<file path="src/rtl/prime_interleaver_stream.sv">
// prime_interleaver_stream: ping-pong buffered stage emitting each N-sample frame in (k*P) mod N order.
// Define PRIME_INTERLEAVER_DEINT_EN to add the per-frame `inverse` input for de-interleaving.
module prime_interleaver_stream #(
  parameter int N      = 10,
  parameter int P      = 3,
  parameter int DATA_W = 32
) (
  input  logic              clk,
  input  logic              rst_n,
  input  logic [DATA_W-1:0] s_data,
  input  logic              s_valid,
  output logic              s_ready,
  output logic [DATA_W-1:0] m_data,
  output logic              m_valid,
  input  logic              m_ready,
`ifdef PRIME_INTERLEAVER_DEINT_EN
  input  logic              inverse,
`endif
  output logic              m_last,
  output logic              frame_done
);
  localparam int AW = $clog2(N);
  function automatic int gcd(input int a, input int b);
    int x, y, t;
    x = a;
    y = b;
    while (y != 0) begin
      t = x % y;
      x = y;
      y = t;
    end
    return x;
  endfunction
  if (N < 2 || P <= 0 || P >= N || gcd(P, N) != 1) begin : g_bad_param
    $error("prime_interleaver_stream: need N>=2, 0<P<N and gcd(P,N)==1");
  end
  // modular step by P without a divider; operands stay below N
  function automatic logic [AW-1:0] step_p(input logic [AW-1:0] a);
    logic [AW:0] s;
    s = {1'b0, a} + (AW+1)'(P);
    return (s >= (AW+1)'(N)) ? AW'(s - (AW+1)'(N)) : AW'(s);
  endfunction
  logic [DATA_W-1:0] mem [2][N];
  logic [1:0]    full_q, full_d;
  logic          wr_bank_q, wr_bank_d, rd_bank_q, rd_bank_d;
  logic [AW-1:0] wr_idx_q, wr_idx_d, rd_idx_q, rd_idx_d, rd_addr_q, rd_addr_d;
  logic          frame_done_q, frame_done_d;
  logic          wr_fire, rd_fire, wr_last, rd_last;
  logic [AW-1:0] wr_a, rd_a;
`ifdef PRIME_INTERLEAVER_DEINT_EN
  logic [1:0]    inv_q, inv_d;
  logic [AW-1:0] wr_addr_q, wr_addr_d;
`endif
  always_comb begin
    s_ready      = rst_n && !full_q[wr_bank_q];
    m_valid      = full_q[rd_bank_q];
    wr_fire      = s_valid && s_ready;
    rd_fire      = m_valid && m_ready;
    wr_last      = wr_idx_q == AW'(N-1);
    rd_last      = rd_idx_q == AW'(N-1);
    m_last       = m_valid && rd_last;
    full_d       = full_q;
    if (wr_fire && wr_last) full_d[wr_bank_q] = 1'b1;
    if (rd_fire && rd_last) full_d[rd_bank_q] = 1'b0;
    wr_bank_d    = wr_bank_q ^ (wr_fire && wr_last);
    rd_bank_d    = rd_bank_q ^ (rd_fire && rd_last);
    wr_idx_d     = !wr_fire ? wr_idx_q : wr_last ? '0 : wr_idx_q + 1'b1;
    rd_idx_d     = !rd_fire ? rd_idx_q : rd_last ? '0 : rd_idx_q + 1'b1;
    rd_addr_d    = !rd_fire ? rd_addr_q : rd_last ? '0 : step_p(rd_addr_q);
    frame_done_d = rd_fire && rd_last;
`ifdef PRIME_INTERLEAVER_DEINT_EN
    inv_d        = inv_q;
    if (wr_fire && wr_idx_q == '0) inv_d[wr_bank_q] = inverse;
    wr_addr_d    = !wr_fire ? wr_addr_q : wr_last ? '0 : step_p(wr_addr_q);
    // at index 0 both addresses are 0, so the stale flag of a bank is harmless
    wr_a         = inv_q[wr_bank_q] ? wr_addr_q : wr_idx_q;
    rd_a         = inv_q[rd_bank_q] ? rd_idx_q : rd_addr_q;
`else
    wr_a         = wr_idx_q;
    rd_a         = rd_addr_q;
`endif
    m_data       = mem[rd_bank_q][rd_a];
  end
  always_ff @(posedge clk or negedge rst_n) begin
    if (!rst_n) begin
      full_q       <= '0;
      wr_bank_q    <= 1'b0;
      rd_bank_q    <= 1'b0;
      wr_idx_q     <= '0;
      rd_idx_q     <= '0;
      rd_addr_q    <= '0;
      frame_done_q <= 1'b0;
`ifdef PRIME_INTERLEAVER_DEINT_EN
      inv_q        <= '0;
      wr_addr_q    <= '0;
`endif
    end else begin
      full_q       <= full_d;
      wr_bank_q    <= wr_bank_d;
      rd_bank_q    <= rd_bank_d;
      wr_idx_q     <= wr_idx_d;
      rd_idx_q     <= rd_idx_d;
      rd_addr_q    <= rd_addr_d;
      frame_done_q <= frame_done_d;
`ifdef PRIME_INTERLEAVER_DEINT_EN
      inv_q        <= inv_d;
      wr_addr_q    <= wr_addr_d;
`endif
    end
  end
  always_ff @(posedge clk) begin
    if (wr_fire) mem[wr_bank_q][wr_a] <= s_data;
  end
  assign frame_done = frame_done_q;
endmodule

</file>
<file path="config.mk">
export PLATFORM = sky130hd
export DESIGN_NAME = prime_interleaver_stream
export DESIGN_NICKNAME = d
export VERILOG_FILES = /design/src/rtl/prime_interleaver_stream.sv
export SDC_FILE = /design/constraint.sdc
export NUM_CORES = 1
export LEC_CHECK = 0
export ABC_AREA = 0
export CORE_ASPECT_RATIO = 0.6
export CORE_MARGIN = 2
export CORE_UTILIZATION = 23
export CTS_CLUSTER_SIZE = 10
export DETAILED_ROUTE_END_ITERATION = 16
export GPL_TIMING_DRIVEN = 0
export PLACE_DENSITY = 0.45
export SLEW_MARGIN = 40
export SYNTH_ARGS = -nofsm -noshare
export SYNTH_HDL_FRONTEND = slang
export SYNTH_SLANG_ARGS = --single-unit
</file>
<file path="constraint.sdc">
create_clock -name clk -period 5.45 [get_ports clk]
set_clock_uncertainty 0.15 [all_clocks]
set_input_delay 1.635 -clock clk [delete_from_list [all_inputs] [get_ports clk]]
set_output_delay 1.635 -clock clk [all_outputs]
set_load 0.005 [all_outputs]
</file>
Yosys cells after proc, flatten, opt, wreduce, memory -nomap -nowiden --
Memory sizes are Yosys's and may differ from the RTL's. Cells that the tools add are included.
Storage, ports and cells: memories kept 1, flip-flop bits (word level) 17, memory bits (writable) 640, output and inout port bits 36, input bits 36, memory bits (read-only) 0, bits in latches 0, logic and storage cells 60
Operators by class: equality and inequality tests 2, multiplexer cells 21, $add $sub $neg 4, $mul 0, $lt $le $gt $ge 8, reductions and logical operators 10, bitwise operators 7, div/mod/pow operators 0, shift operators 0
Memory list:
- mem | words 2, bits a word 320, read ports 1, clocked after memory_dff 0, write ports 1, line 43 | logic [DATA_W-1:0] mem [2][N];
Operator list (count):
- 320-bit two-way mux | 1
- 32-bit binary-select mux with 4-bit select | 1
- 32-bit demux with 4-bit select | 1
- 32-bit two-way mux | 3
- 4-bit two-way mux | 4
- 5-bit >= comparator, second input constant | 2
- 4-bit NOT with 5-bit output | 2
- 1-bit logical AND | 9
- 4-bit by 1-bit adder with 4-bit output, second input constant | 2
- 4-bit == test, second input constant | 2
- 1-bit two-way mux | 7
- 4-bit by 2-bit adder with 5-bit output, second input constant | 1
- 5-bit by 4-bit >= comparator with 1-bit output, second input constant | 1
- 5-bit by 1-bit less-than comparator with 1-bit output, second input constant | 1
- 1-bit by 2-bit less-than comparator with 1-bit output, second input constant | 2
- 2-bit two-way mux | 2
- 4-bit subtractor, second input constant | 1
- 2-bit bitwise AND | 1
- 1-bit demux with 1-bit select | 2
- 1-bit >= comparator, second input constant | 2
- 2-bit NOT | 1
- 2-bit OR | 1
- 1-bit XOR | 2
- 1-bit logical NOT | 1

Depth between registers and ports, before layout --
Gate-level depths: netlist of run 1.
depth after elaboration 9, gate-level depth with buffers 11, mapped depth without buffers 8

Worst setup path before layout of run 1 --
No wires, ideal clock.
path kind input to register, start input s_valid, end memory mem[0][32] (netlist bit) (enable), setup time 0.461 ns, data required time 4.839 ns, arrival time 4.301 ns, buffers on the path 0, stages on the path 4, slack 0.538 ns, path through and2_1 > and3b_1 > nand2_1 > nor3_1
Between the ends: word-level cells in the longest chain between the ends 3
RTL lines:
- start: declaration | line 11 | input logic s_valid,
- 1-bit logical AND | line 57 | wr_fire = s_valid && s_ready;
- 1-bit two-way mux | line 112 | if (wr_fire) mem[wr_bank_q][wr_a] <= s_data;
- 320-bit two-way mux (implied by the code) | line 112
- end: declaration | line 43
Every way passes these cells.

Worst setup path after layout of run 1 --
start register rd_addr_q[3] (netlist: rd_a[3]), end output m_data[25]
Between the ends: word-level cells in the longest chain between the ends 4
RTL lines:
- start: declaration | line 46 | logic [AW-1:0] wr_idx_q, wr_idx_d, rd_idx_q, rd_idx_d, rd_addr_q, rd_addr_d;
- start signal: assignment | line 103 | rd_addr_q <= rd_addr_d;
- 4-bit NOT with 5-bit output (implied by the code) | line 82 | m_data = mem[rd_bank_q][rd_a];
- 32-bit binary-select mux with 4-bit select | line 82
- 32-bit two-way mux (implied by the code) (2 in a row) | line 82
- end: declaration | line 13 | output logic [DATA_W-1:0] m_data,
Every way passes these cells. The select of a mux whose other input is x is not followed.

==> results.yml, run 1 <==
place:
  port_buffers: 71
  dp_hpwl_mm: 47.5
  gp_congestion: 0.737
  pre_cts_ws_ps: -64.0
critical_path:
  cp_max_fo: 10
  start_kind: "register"
  cp-end-kind: "output port"
  crit_path_top_delay_cell: "clkbuf_1"
  reg2reg_slack_ps: 1970
  max_stage_delay_ps: 660
  crit_type: "reg2out"
  critPathRequiredTime_ps: 3670
  worstPathCellList: "buf_2 > nor2_1 > clkbuf_1 > nand3_1 > o211ai_1 > clkdlybuf4s50_1"
  worst_ep_arrival_time_ps: 3430
routing:
  vias: 12800
  ant_nets: 0
  first_pass_iters: 5
  viasPerCell: 4.32
  drt_iter0_drc: 1056
  drt-total-wl_mm: 66.7
  wl_per_cell_um: 22.4
  drc_errors: 0
timing:
  max_freq_ghz: 0.192
  setup_viol: 0
  fin_crit_sh_pct: 95.7
  slew_viol_final: 0
  hold_violations: 0
  period_needed_ps: 5220
  worst_pin_slew_ps: 800
  relSlewSlack_pct: 46.7
  grt_setup_unrepaired: "false"
  timing.final.ws_setup_ps: 233
logic_synthesis:
  synth_compound_area_share_pct: 3.43
  synth_seq_cells: 657
  synth_top_family_by_area: "multiplexers"
  synthSimpleGateAreaFrac_pct: 2.49
  synth_top_cell_area_share_pct: 75.3
  seq_area_frac_synth_pct: 77.0
  synth_cell_types: 44
  avgSynthCellArea_sq_um: 20.2
  syn_nets: 1303
  synthAdderAreaFrac_pct: 0.245
  synth-xor-area-share_pct: 0.240
  synth.area.mux_share_pct: 14.9
  syn_inst: 1262
  synth_area_leaders: "edfxtp_1 75%, mux4_2 8.5%, mux2i_1 6.3%"
  yosysTopAreaCell: "edfxtp_1"
  synth_area_sq_um: 25500
  synth_warnings: 0
floorplanning:
  io_pins: 72
  die_x_um: 434
  dieArea_sq_um: 114000
  rows: 94
  die_h_um: 262
  start_util_pct: 23.2
  core_sq_um: 110000
job:
  max_cap_viol_count: 0
clock_tree:
  clkTransAtPathRegs_ps: 60
  htree_levels: 3
  root_buffer: "clkbuf_16"
  cts_tree: "built"
  cts_made_buffers: 75
  clock_sinks: 657
  cts_buffer_depth: 3
  worstSkewPairLatency_ps: 630
layout:
  post-route-util_pct: 28.5
  antenna_cells: 0
  multi_input_area_sq_um: 5600
  seqCellArea_sq_um: 19600
  nFillCells: 10800
  area_growth_pct: 22.7
  drive_gt1_share_pct: 21.6
  final_nets: 1512
power:
  powerDensity_nw_per_um2: 410
  ir_drop_uv: 207
  leakagePower_nw: 9.89
global_route:
  antenna_found_initial: 0
  grt_max_degree: 21
  grt.overflow.total: 0
  grt_pass1_vias: 13000
  grt_usage_pct: 11.8
  grt_pass1_wl_mm: 95.6
min_path:
  worst_hold_path_type: "reg2reg"
outcome:
  status: "finished, final reports clean"
-- cell families (layout without fill, tap and decap cells) --
group	after synthesis	after routing
AO/OA/AOI/OAI	117	117
adder cells (fa/ha/maj)	5	5
buffers and inverters	79	302
flip-flops	657	657
multiplexers	260	260
AND/OR/NAND/NOR	137	137
XOR/XNOR	7	7
-- worst paths after layout --
| path | cells after the start | from | to |
|---|---|---|---|
| min in group asynchronous | 1 | rst_n | rd_a[0] |
| worst max register to register | 9 | wr_bank_q | mem[0][49] |
| worst max-delay path | 6 | rd_a[3] | m_data[25] |
| max in group asynchronous | 1 | rst_n | wr_bank_q |
| worst min register to register | 1 | wr_a[0] | wr_a[0] |
| worst min-delay path | 1 | wr_a[0] | wr_a[0] |
-- critical path, delay by kind of cell, from the launching register on --
kind	cells	cell delay (ps)
flops	1	360
buf+inv	3	1400
simple gates	2	750
compound gates	1	270
-- through the flow --
stage | total power [mW] | setup TNS, ps | instance area (sq um) | hold WS [ps] | cells
2_1_floorplan | 7.41 | 0 | 25500 | 322 | 1262
3_3_place_gp | 8.47 | -1162790 | 28100 | 345 | 2821
3_5_place_dp | 8.61 | -381 | 29300 | 371 | 2882
4_1_cts | 13.0 | 0 | 31300 | 379 | 2973
5_1_grt | 13.4 | 0 | 31300 | 410 | 2973
6_report | 12.8 | 0 | 31300 | 385 | 2973
-- Yosys cell counts --
cell,number
o32a_1,1
o2bb2ai_1,1
and2_1,4
nor3_2,1
nand4_1,1
nor2b_1,8
o211ai_1,32
inv_1,8
mux2_2,1
a21oi_1,2
buf_6,9
nor3_1,6
o21bai_1,1
nand2b_1,1
xor2_1,2
and3b_1,2
mux2i_1,161
a211o_1,2
buf_4,1
buf_2,46
and3_1,2
o21ai_1,2
a221o_1,1
clkbuf_1,15
a31o_1,1
dfrtp_1,17
o21ai_0,3
o22ai_1,1
nand4bb_1,1
a41oi_1,1
nor2_1,25
a22oi_1,65
a311oi_1,2
nand3_1,37
mux2_4,1
nor2_2,1
a22o_1,1
edfxtp_1,640
nand2_1,48
mux2_1,1
a221oi_1,1
mux4_2,96
ha_1,5
xnor2_1,5
-- power breakdown --
part           switching [mW]  internal (mW)  total, mW
combinational            1.58           1.11       2.69
clock                    1.90           2.49       4.39
sequential             0.0714           5.70       5.77
total                    3.55           9.30       12.8
-- cell type report --
type	instances	area share, %
Clock buffer	86	6.19
Timing Repair Buffer	132	5.66
Clock inverter	5	0.200
Sequential cell	657	62.7
Buffer	71	1.27
Inverter	8	0.0959
Tap cell	1488	5.95
Multi-Input combinational cell	526	17.9
-- per-layer routing --
| layer | up-vias | part of all wire (%) | global-route usage [%] | wire length, um |
|---|---|---|---|---|
| met2 | 394 | 42 | 17.1 | 28300 |
| met5 | - | 0 | 0 | 0 |
| met1 | 6753 | 50 | 18.0 | 33200 |
| met3 | 94 | 6.0 | 2.42 | 4020 |
| met4 | 0 | 1.8 | 3.04 | 1220 |
| li1 | 5588 | - | - | - |
-- sequential cells by signal (all words and copies together), names as in the netlist --
name	flops
wr_bank_q	1
mem	640
rd_a	4
frame_done	1
rd_bank_q	1
full_q	2
wr_a	4
rd_idx_q	4
-- placed cells by master, fill, tap and decap left out, types with 8 or more instances in the layout --
master           instances
edfxtp_1               640
mux2i_1                161
mux4_2                  96
clkbuf_16               76
clkdlybuf4s50_1         70
a22oi_1                 65
buf_2                   49
nand2_1                 48
nand3_1                 37
o211ai_1                32
buf_8                   25
clkbuf_1                23
buf_16                  20
dfrtp_1                 17
nor2_4                  16
buf_4                   13
buf_6                    9
nor2_1                   9
inv_1                    8
nor2b_1                  8
-- timing repair --
item / in CTS / in global routing
setup buffers: 0 / 0
resized for setup: 0 / 4
endpoints found under the setup margin: 0 / 6
hold buffers: 0 / 0
(Power assumes the default switching activity.)
==> inputs of run 2 (changes only) <==
--- a/config.mk
+++ b/config.mk
@@ -13,7 +13,6 @@
 export DETAILED_ROUTE_END_ITERATION = 16
 export GPL_TIMING_DRIVEN = 0
 export PLACE_DENSITY = 0.45
-export SLEW_MARGIN = 40
 export SYNTH_ARGS = -nofsm -noshare
 export SYNTH_HDL_FRONTEND = slang
 export SYNTH_SLANG_ARGS = --single-unit
==> results.yml, run 2 (synthesis results as in run 1) <==
outcome:
  status: "finished, final reports clean"
global_route:
  grt.overflow.total: 0
  grt_usage_pct: 11.7
  grt_pass1_wl_mm: 94.8
  grt_pass1_vias: 12900
  antenna_found_initial: 1
  grt_max_degree: 22
clock_tree:
  root_buffer: "clkbuf_16"
  worstSkewPairLatency_ps: 620
  clkTransAtPathRegs_ps: 60
  clock_sinks: 657
  cts_tree: "built"
  cts_buffer_depth: 3
  postCtsSetupBuffers: 0
  cts_made_buffers: 75
  htree_levels: 3
routing:
  m1WireLength_mm: 33.5
  first_pass_iters: 5
  wl_per_cell_um: 22.5
  drc_errors: 0
  highest-signal-layer: "met4"
  vias: 12700
  met2_length_mm: 27.8
  drt_iter0_drc: 1239
  dr_wl_met3_mm: 3.56
  drt-total-wl_mm: 66.2
  ant_nets: 0
  viasPerCell: 4.31
critical_path:
  cp_max_fo: 10
  critPathBufInv: 4
  start_kind: "register"
  crit_type: "reg2out"
  reg2reg_slack_ps: 2180
  path_delay_family: "buffers and inverters"
  max_stage_delay_ps: 610
  cp-end-kind: "output port"
  crit_path_top_delay_cell: "clkbuf_1"
  worstPathCellList: "buf_2 > buf_2 > nor3_2 > clkbuf_1 > nand2_1 > o211ai_1 > clkdlybuf4s50_1"
  crit_top_cell: "buf_2"
  worst_ep_arrival_time_ps: 3470
  critPathRequiredTime_ps: 3670
floorplanning:
  die_x_um: 434
  dieArea_sq_um: 114000
  io_pins: 72
  rows: 94
  die_h_um: 262
  start_util_pct: 23.2
  core_sq_um: 110000
place:
  port_buffers: 71
  dp_hpwl_mm: 45.4
  gp_congestion: 0.737
layout:
  area_growth_pct: 20.9
  nFillCells: 10800
  drive_gt1_share_pct: 19.8
  top_register: "mem"
  final_nets: 1480
  final_cell_mix: "640 x edfxtp_1, 161 x mux2i_1, 96 x mux4_2"
  final_common_cell: "edfxtp_1"
  largest_reg_flops: 640
timing:
  relSlewSlack_pct: 35.8
  fin_hold_ws_ps: 368
  fin_crit_sh_pct: 96.4
  max_freq_ghz: 0.190
  period_needed_ps: 5260
  grt_setup_unrepaired: "false"
  slew_viol_final: 0
  hold_violations: 0
  worst_pin_slew_ps: 958
  setup_viol: 0
job:
  max_cap_viol_count: 0
power:
  p_total_mw: 12.9
  ir_drop_uv: 207
  powerDensity_nw_per_um2: 417
  leakagePower_nw: 9.66
min_path:
  worst_hold_path_type: "reg2reg"
run 2: worst paths after layout:
kind | startpoint | end | depth (start not counted)
max in group asynchronous | rst_n | wr_bank_q | 1
hold reg to reg | wr_a[0] | wr_a[0] | 1
setup / recovery | rd_a[2] | m_data[0] | 7
setup reg to reg | wr_bank_q | mem[1][29] | 6
min in group asynchronous | rst_n | frame_done | 1
hold / removal | wr_a[0] | wr_a[0] | 1
run 2: per-stage QoR:
step	utilization [%]	setup slack, ps	instance area [sq um]	setup TNS, ps	std cells
final	28.1	194	30800	0	2942
after global routing	28.1	27.7	30800	0	2941
after CTS	28.1	67.5	30800	0	2940
after detailed placement	26.2	78.8	28800	0	2850
after global placement	25.6	-4020	28100	-1162790	2821
after floorplan	-	538	25500	0	1262
run 2: cell type report:
type / instances / area (sq um) / area share, %
buffer: 71 / 399 / 1.29
multi-input combinational: 526 / 5580 / 18.1
clock inverter: 1 / 8.76 / 0.0284
clock buffer: 89 / 2010 / 6.53
sequential: 657 / 19600 / 63.7
inverter: 8 / 30.0 / 0.0974
timing repair buffer: 100 / 1300 / 4.20
tap: 1488 / 1860 / 6.04
antenna: 2 / 5.00 / 0.0162
run 2: timing repair:
item | CTS | global route
gates resized for setup | 0 | 7
hold buffers | 0 | 0
endpoints found under the hold margin | 0 | 0
setup endpoints to repair | 0 | 8
run 2: where the power goes:
part | internal (mW) | switching [mW]
clock network | 2.56 | 1.87
logic | 1.09 | 1.58
registers | 5.70 | 0.0700
run 2: metal layers:
layer  up-vias  track usage, %
met5         -               0
met4         0            3.35
met3        91            2.21
met2       372            16.8
met1      6691            17.9
li1       5521               -
==> inputs of run 3 (changes only) <==
--- a/config.mk
+++ b/config.mk
@@ -12,6 +12,7 @@
 export CTS_CLUSTER_SIZE = 10
 export DETAILED_ROUTE_END_ITERATION = 16
 export GPL_TIMING_DRIVEN = 0
+export HOLD_SLACK_MARGIN = 0.02
 export PLACE_DENSITY = 0.45
 export SYNTH_ARGS = -nofsm -noshare
 export SYNTH_HDL_FRONTEND = slang
==> results of run 3 <==
Same layout as run 2: the final DEF is identical, and so are final timing and power.
